## config.mk

```make
export PLATFORM = sky130hd
export DESIGN_NAME = nabp_shifter_multilane
export DESIGN_NICKNAME = d
export VERILOG_FILES = /design/src/rtl/nabp_shifter_multilane.sv
export SDC_FILE = /design/constraint.sdc
export NUM_CORES = 1
export LEC_CHECK = 0
export ABC_CLOCK_PERIOD_IN_PS = 4850
export CAP_MARGIN = 20
export CORE_ASPECT_RATIO = 0.7
export CORE_MARGIN = 2
export CORE_UTILIZATION = 40
export DETAILED_ROUTE_END_ITERATION = 8
export MAX_ROUTING_LAYER = met4
export RECOVER_POWER = 100
export SYNTH_ARGS = -nofsm -noshare
export SYNTH_HDL_FRONTEND = slang
export SYNTH_SLANG_ARGS = --single-unit
```

## constraint.sdc

```tcl
create_clock -name clk -period 4.85 [get_ports clk]
set_clock_uncertainty 0.2 [all_clocks]
set_input_delay 0.485 -clock clk [delete_from_list [all_inputs] [get_ports clk]]
set_output_delay 0.485 -clock clk [all_outputs]
set_load 0.005 [all_outputs]
```

## src/rtl/nabp_shifter_multilane.sv

```systemverilog
// nabp_shifter_multilane
// Shifter controller for the NABP backprojection datapath. Sequences the
// line-buffer fill phase and the shift phase for NUM_LANES independent
// mapper / line-buffer lanes, each with its own fixed-point accumulator.
// After the shift phase a short drain holds off new work until the delayed
// PE enable and done pulses have left the output pipeline.

module nabp_shifter_multilane #(
    parameter int IMAGE_SIZE  = 128,
    parameter int FILL_DEPTH  = 96,
    parameter int NUM_LANES   = 2,
    parameter int ACCU_INT_W  = 8,
    parameter int ACCU_FRAC_W = 12,
    parameter int OUT_DELAY   = 2,
    parameter int LB_DELAY    = 1
) (
    input  logic                                          clk,
    input  logic                                          reset,
    input  logic                                          sc_fill_kick,
    input  logic                                          sc_shift_kick,
    input  logic                                          sc_abort,
    input  logic [NUM_LANES*(ACCU_INT_W+ACCU_FRAC_W)-1:0] sc_accu_base,
    input  logic [NUM_LANES*(ACCU_INT_W+ACCU_FRAC_W)-1:0] sc_accu_init,
    output logic                                          sc_fill_done,
    output logic                                          sc_shift_done,
    output logic                                          sc_busy,
    output logic                                          mp_kick,
    output logic                                          mp_done,
    output logic [NUM_LANES-1:0]                          mp_shift_en,
    output logic                                          lb_clear,
    output logic [NUM_LANES-1:0]                          lb_shift_en,
    output logic                                          sw_pe_en
);

    localparam int AW      = ACCU_INT_W + ACCU_FRAC_W;
    // The counter holds fill depth, shift length and drain length in turn.
    localparam int CNT_MAX = (IMAGE_SIZE > OUT_DELAY) ? IMAGE_SIZE : OUT_DELAY;
    localparam int CNT_W   = $clog2(CNT_MAX + 1);

    typedef enum logic [2:0] {
        ST_READY,
        ST_FILL,
        ST_FILL_DONE,
        ST_SHIFT,
        ST_DRAIN
    } state_t;

    state_t           state_q, state_d;
    logic [CNT_W-1:0] cnt_q, cnt_d;

    logic             fill_adv;
    logic             pe_en_l;
    logic             fill_done_l;
    logic             shift_done_l;

    // Output delay line: bit 0 = PE enable, bit 1 = fill done, bit 2 = shift done.
    logic [OUT_DELAY-1:0][2:0] out_pipe_q, out_pipe_d;

    // Next-state and phase counter; abort overrides every other transition.
    always_comb begin
        state_d = state_q;
        cnt_d   = cnt_q;
        case (state_q)
            ST_READY: begin
                if (sc_fill_kick) begin
                    state_d = ST_FILL;
                    cnt_d   = CNT_W'(FILL_DEPTH);
                end
            end
            ST_FILL: begin
                if (cnt_q == '0) begin
                    state_d = ST_FILL_DONE;
                end else begin
                    cnt_d = cnt_q - CNT_W'(1);
                end
            end
            ST_FILL_DONE: begin
                cnt_d = CNT_W'(IMAGE_SIZE - 1);
                if (sc_shift_kick) begin
                    state_d = ST_SHIFT;
                end
            end
            ST_SHIFT: begin
                if (cnt_q == '0) begin
                    state_d = ST_DRAIN;
                    cnt_d   = CNT_W'(OUT_DELAY - 1);
                end else begin
                    cnt_d = cnt_q - CNT_W'(1);
                end
            end
            ST_DRAIN: begin
                if (cnt_q == '0) begin
                    state_d = ST_READY;
                end else begin
                    cnt_d = cnt_q - CNT_W'(1);
                end
            end
            default: begin
                state_d = ST_READY;
                cnt_d   = '0;
            end
        endcase
        if (sc_abort) begin
            state_d = ST_READY;
            cnt_d   = '0;
        end
    end

    // State and counter registers.
    always_ff @(posedge clk or posedge reset) begin
        if (reset) begin
            state_q <= ST_READY;
            cnt_q   <= '0;
        end else begin
            state_q <= state_d;
            cnt_q   <= cnt_d;
        end
    end

    // Undelayed sources; all of them are quiet during DRAIN.
    assign fill_adv     = (state_q == ST_FILL) && (state_d == ST_FILL);
    assign fill_done_l  = (state_q == ST_FILL) && (cnt_q == '0);
    assign shift_done_l = (state_q == ST_SHIFT) && (cnt_q == '0);
    assign pe_en_l      = (state_q == ST_SHIFT);

    assign mp_kick  = sc_fill_kick && (state_q == ST_READY) && !sc_abort;
    assign lb_clear = mp_kick;
    assign sc_busy  = (state_q != ST_READY);

    genvar gi;
    generate
        for (gi = 0; gi < NUM_LANES; gi++) begin : g_lane
            logic [AW-1:0] accu_q, accu_d;
            logic [AW-1:0] accu_sum;
            logic [AW-1:0] base_l;
            logic [AW-1:0] init_l;
            logic          step;

            assign base_l   = sc_accu_base[gi*AW +: AW];
            assign init_l   = sc_accu_init[gi*AW +: AW];
            // Modulo-2^AW add; wrap-around is a legal integer-part change.
            assign accu_sum = accu_q + base_l;
            assign step     = (accu_sum[AW-1:ACCU_FRAC_W] != accu_q[AW-1:ACCU_FRAC_W]);

            // Accumulator tracks the init value while waiting, then steps during SHIFT.
            always_comb begin
                accu_d = accu_q;
                if (state_q == ST_FILL_DONE) begin
                    accu_d = init_l;
                end else if ((state_q == ST_SHIFT) && (cnt_q != '0)) begin
                    accu_d = accu_sum;
                end
            end

            // Per-lane accumulator register.
            always_ff @(posedge clk or posedge reset) begin
                if (reset) begin
                    accu_q <= '0;
                end else begin
                    accu_q <= accu_d;
                end
            end

            assign mp_shift_en[gi] = fill_adv || ((state_q == ST_SHIFT) && step);
        end
    endgenerate

    // Output delay line shifts one stage per cycle; abort flushes it.
    always_comb begin
        out_pipe_d[0] = {shift_done_l, fill_done_l, pe_en_l};
        for (int k = 1; k < OUT_DELAY; k++) begin
            out_pipe_d[k] = out_pipe_q[k-1];
        end
        if (sc_abort) begin
            out_pipe_d = '0;
        end
    end

    // Output delay line registers.
    always_ff @(posedge clk or posedge reset) begin
        if (reset) begin
            out_pipe_q <= '0;
        end else begin
            out_pipe_q <= out_pipe_d;
        end
    end

    assign sw_pe_en      = out_pipe_q[OUT_DELAY-1][0];
    assign sc_fill_done  = out_pipe_q[OUT_DELAY-1][1];
    assign sc_shift_done = out_pipe_q[OUT_DELAY-1][2];
    assign mp_done       = sc_shift_done;

    generate
        if (LB_DELAY == 0) begin : g_lb_direct
            assign lb_shift_en = mp_shift_en;
        end else begin : g_lb_pipe
            logic [LB_DELAY-1:0][NUM_LANES-1:0] lb_pipe_q, lb_pipe_d;

            // Line-buffer shift delay line; abort flushes it.
            always_comb begin
                lb_pipe_d[0] = mp_shift_en;
                for (int k = 1; k < LB_DELAY; k++) begin
                    lb_pipe_d[k] = lb_pipe_q[k-1];
                end
                if (sc_abort) begin
                    lb_pipe_d = '0;
                end
            end

            // Line-buffer delay registers.
            always_ff @(posedge clk or posedge reset) begin
                if (reset) begin
                    lb_pipe_q <= '0;
                end else begin
                    lb_pipe_q <= lb_pipe_d;
                end
            end

            assign lb_shift_en = lb_pipe_q[LB_DELAY-1];
        end
    endgenerate

endmodule

```

==> run summary <==
Clock slew at reported path FFs - 0.05 ns
DRC Markers - 0
LEAKAGE - 2.70 nW
Final hold violations - 0
Pre-Repair DR Iteration Count - 5
VDD IR max - 0.000256 V
Initial core utilization - 40.7%
Routability cong. - 0.872
CP endpoint kind - output port
Mapped Cells - 533
TritonCTS clock tree - built
Avg Inst Size Synth - 8.85 sq um
Via count - 4,351
Post-synthesis cell type count - 66
Status - complete, but fails checks
P&R area growth vs syn - 28.7%
Min-delay worst type - register to register
Synth async-reset ratio - 100%
CTS Buf Count - 9
Filler Cell Count - 1,071
Worst path required time - 4.16 ns
Placement Cell Area - 5740 sq um
Sequential area share after synthesis - 30.2%
Row count - 33
Placed cell count - 757
DIE AREA - 12,700 sq um
Share of layout cells above drive strength 1 - 4.87%
Yosys reg bits - 57
Die Wd - 134 um
Max-slew violations - 72
Violated checks - max-capacitance violations, max-slew violations
Total GRT Usage - 22.1%
I/O Buffers - 93
DRT antenna net count - 0
Post-DP HPWL - 9.78 mm
Setup bufs post-CTS - 0
Tmin final - 4.59 ns
Synth Net Count - 659
PnR worst setup slack - 0.256 ns
Synth area leader - dfrtp_1
Final core occ - 52.3%
Via/cell ratio - 5.63
Initial DRC Count - 277
Crit Path Max Fanout - 4
Skew-Pair Late Insertion Delay - 0.33 ns
Total core area - 11,600 sq um
Number of global-route vias before repair - 4,144
Syn. warnings - 0
Cell area power density - 685 nW/um^2
Worst hold slack - 0.260 ns
Overall Power - 4.16 mW
Critical Path Start Type - primary input
Num Clock Sinks - 57
Tcrit/Tclk final - 94.7%
Boundary Pins - 96
Die Ht - 94.9 um
Avg WL per Cell - 16.9 um
H-tree depth - 3
Slew HR - -25.9%
Critical path class - primary input to output port
Pin count of the biggest net entering global routing - 39
Fin nets - 737
# hold bufs at CTS - 0
Global route total overflow - 0
Share of the synthesized area in the top cell type - 30.2%
Max Freq - 0.218 GHz
Predominant post-synthesis flop cell - dfrtp_1
Post-CTS sizing - 0
Max-cap violations - 2
WL final - 13.1 mm
RSZ-0062 raised after global routing - no
Synth top area cells - dfrtp_1 (30%), ha_1 (10%), o21ai_0 (5.0%)
Cell Area, Synth - 4720 sq um
EDFF count, synth - 0
Tightest Pin Transition - 1.89 ns
Worst slack, placed - 0.302 ns
Setup_tns - 0 ns
Worst Path Arrival - 3.91 ns
Clock Path Buffers - 2
Setup violations, final - 0
First-pass GRT wire length - 21.4 mm
Initial antenna violation count - 0
# diodes - 0
Post-Layout Cell Count - 773
Design Area, Final - 6070 sq um
CTS root buf - clkbuf_16
==> cells in the mapped netlist (7+ instances only) <==
cell type,number
a21oi_1,33
nor2b_1,12
dfrtp_1,57
nand4_1,8
nand2_1,31
inv_1,14
a31oi_1,14
buf_2,8
clkbuf_1,19
nor3_1,10
nand2b_1,9
a21o_1,12
o21ai_0,47
a22oi_1,30
xor2_1,24
ha_1,39
and3_1,7
nor2_1,34
o21ai_1,14
xnor2_1,20
nand3_1,10
==> power by group <==
group / internal, mW / leakage (nW) / switching (mW)
combinational: 1.16 / 1.81 / 1.40
sequential: 0.683 / 0.722 / 0.168
clock: 0.515 / 0.166 / 0.233
==> kinds of logic (layout without fill, tap and decap cells) <==
logic type               after synthesis  count (layout)  synth area share, %
AO/OA/AOI/OAI                        198             198                 28.0
AND/OR/NAND/NOR                      141             141                 15.0
flip-flops                            57              57                 30.2
XOR/XNOR                              51              51                 11.3
buffers and inverters                 44             127                 4.03
adder cells (fa/ha/maj)               41              41                 11.2
multiplexers                           1               1                0.239
==> cell usage in the layout (no fill, tap or decap), types with 3 or more instances in the layout <==
| cell | instances |
|---|---|
| nor4_1 | 3 |
| xnor3_1 | 3 |
| ha_1 | 39 |
| o21a_1 | 3 |
| nor2_1 | 34 |
| clkdlybuf4s50_1 | 82 |
| and3_1 | 7 |
| nor2b_1 | 12 |
| dlygate4sd3_1 | 11 |
| or3_1 | 4 |
| dfrtp_1 | 57 |
| nand2_1 | 31 |
| a22oi_1 | 30 |
| a221o_1 | 4 |
| clkbuf_1 | 3 |
| o21bai_1 | 4 |
| a21o_1 | 12 |
| nor3_1 | 10 |
| clkbuf_16 | 9 |
| o211ai_1 | 4 |
| o21ai_0 | 54 |
| nand2b_1 | 9 |
| xnor2_1 | 20 |
| a22o_1 | 5 |
| bufinv_16 | 3 |
| inv_1 | 14 |
| o21ai_1 | 7 |
| a31oi_1 | 14 |
| nand4_1 | 8 |
| a21oi_1 | 34 |
| xor2_1 | 24 |
| and2_1 | 4 |
| nand3_1 | 10 |
==> worst paths after layout <==
kind,start,end,slack [ns],cells after the start
max,sc_accu_base[20],mp_shift_en[1],0.26,13
min in group asynchronous,reset,g_lane[0].accu_q[13],0.67,2
min,out_pipe_q[2],mp_done,0.26,1
max reg2reg,cnt_q[0],g_lane[1].accu_q[2],1.18,7
max in group asynchronous,reset,g_lane[0].accu_q[12],1.46,3
min reg2reg,out_pipe_q[2],mp_done,0.26,1
==> routing by layer <==
| metal | GRT usage [%] | vias up | wire (um) |
|---|---|---|---|
| met4 | 3.99 | 0 | 81 |
| met1 | 32.4 | 2086 | 6950 |
| li1 | - | 2140 | - |
| met2 | 31.8 | 115 | 5470 |
| met3 | 4.08 | 10 | 583 |
| met5 | - | - | 0 |
==> worst max-delay path, cell delays in order <==
cell and delay, ns:
clkdlybuf4s50_1 0.49, ha_1 0.17, inv_1 0.05, fa_1 0.37, nor2b_1 0.24, o2111ai_1 0.17
nand3_1 0.15, a31oi_1 0.22, o21ai_1 0.31, xor3_1 0.28, nor4_1 0.36, a21oi_1 0.15
clkdlybuf4s50_1 0.46
==> layout make-up <==
cell class	instances	area (sq um)	area share, %
Clock buffer	11	243	4.00
Multi-Input combinational cell	432	3100	51.0
Inverter	14	52.6	0.865
Sequential cell	57	1430	23.5
Clock inverter	5	103	1.69
Tap cell	157	196	3.24
Timing Repair Buffer	97	953	15.7
==> state kept, by name, summed over array words and instances, names as in the netlist <==
| register | flops |
|---|---|
| cnt_q | 8 |
| g_lane.accu_q | 38 |
| lb_shift_en | 2 |
| mp_done | 1 |
| out_pipe_q | 3 |
| sc_fill_done | 1 |
| state_q | 3 |
| sw_pe_en | 1 |
(Power assumes the default switching activity.)
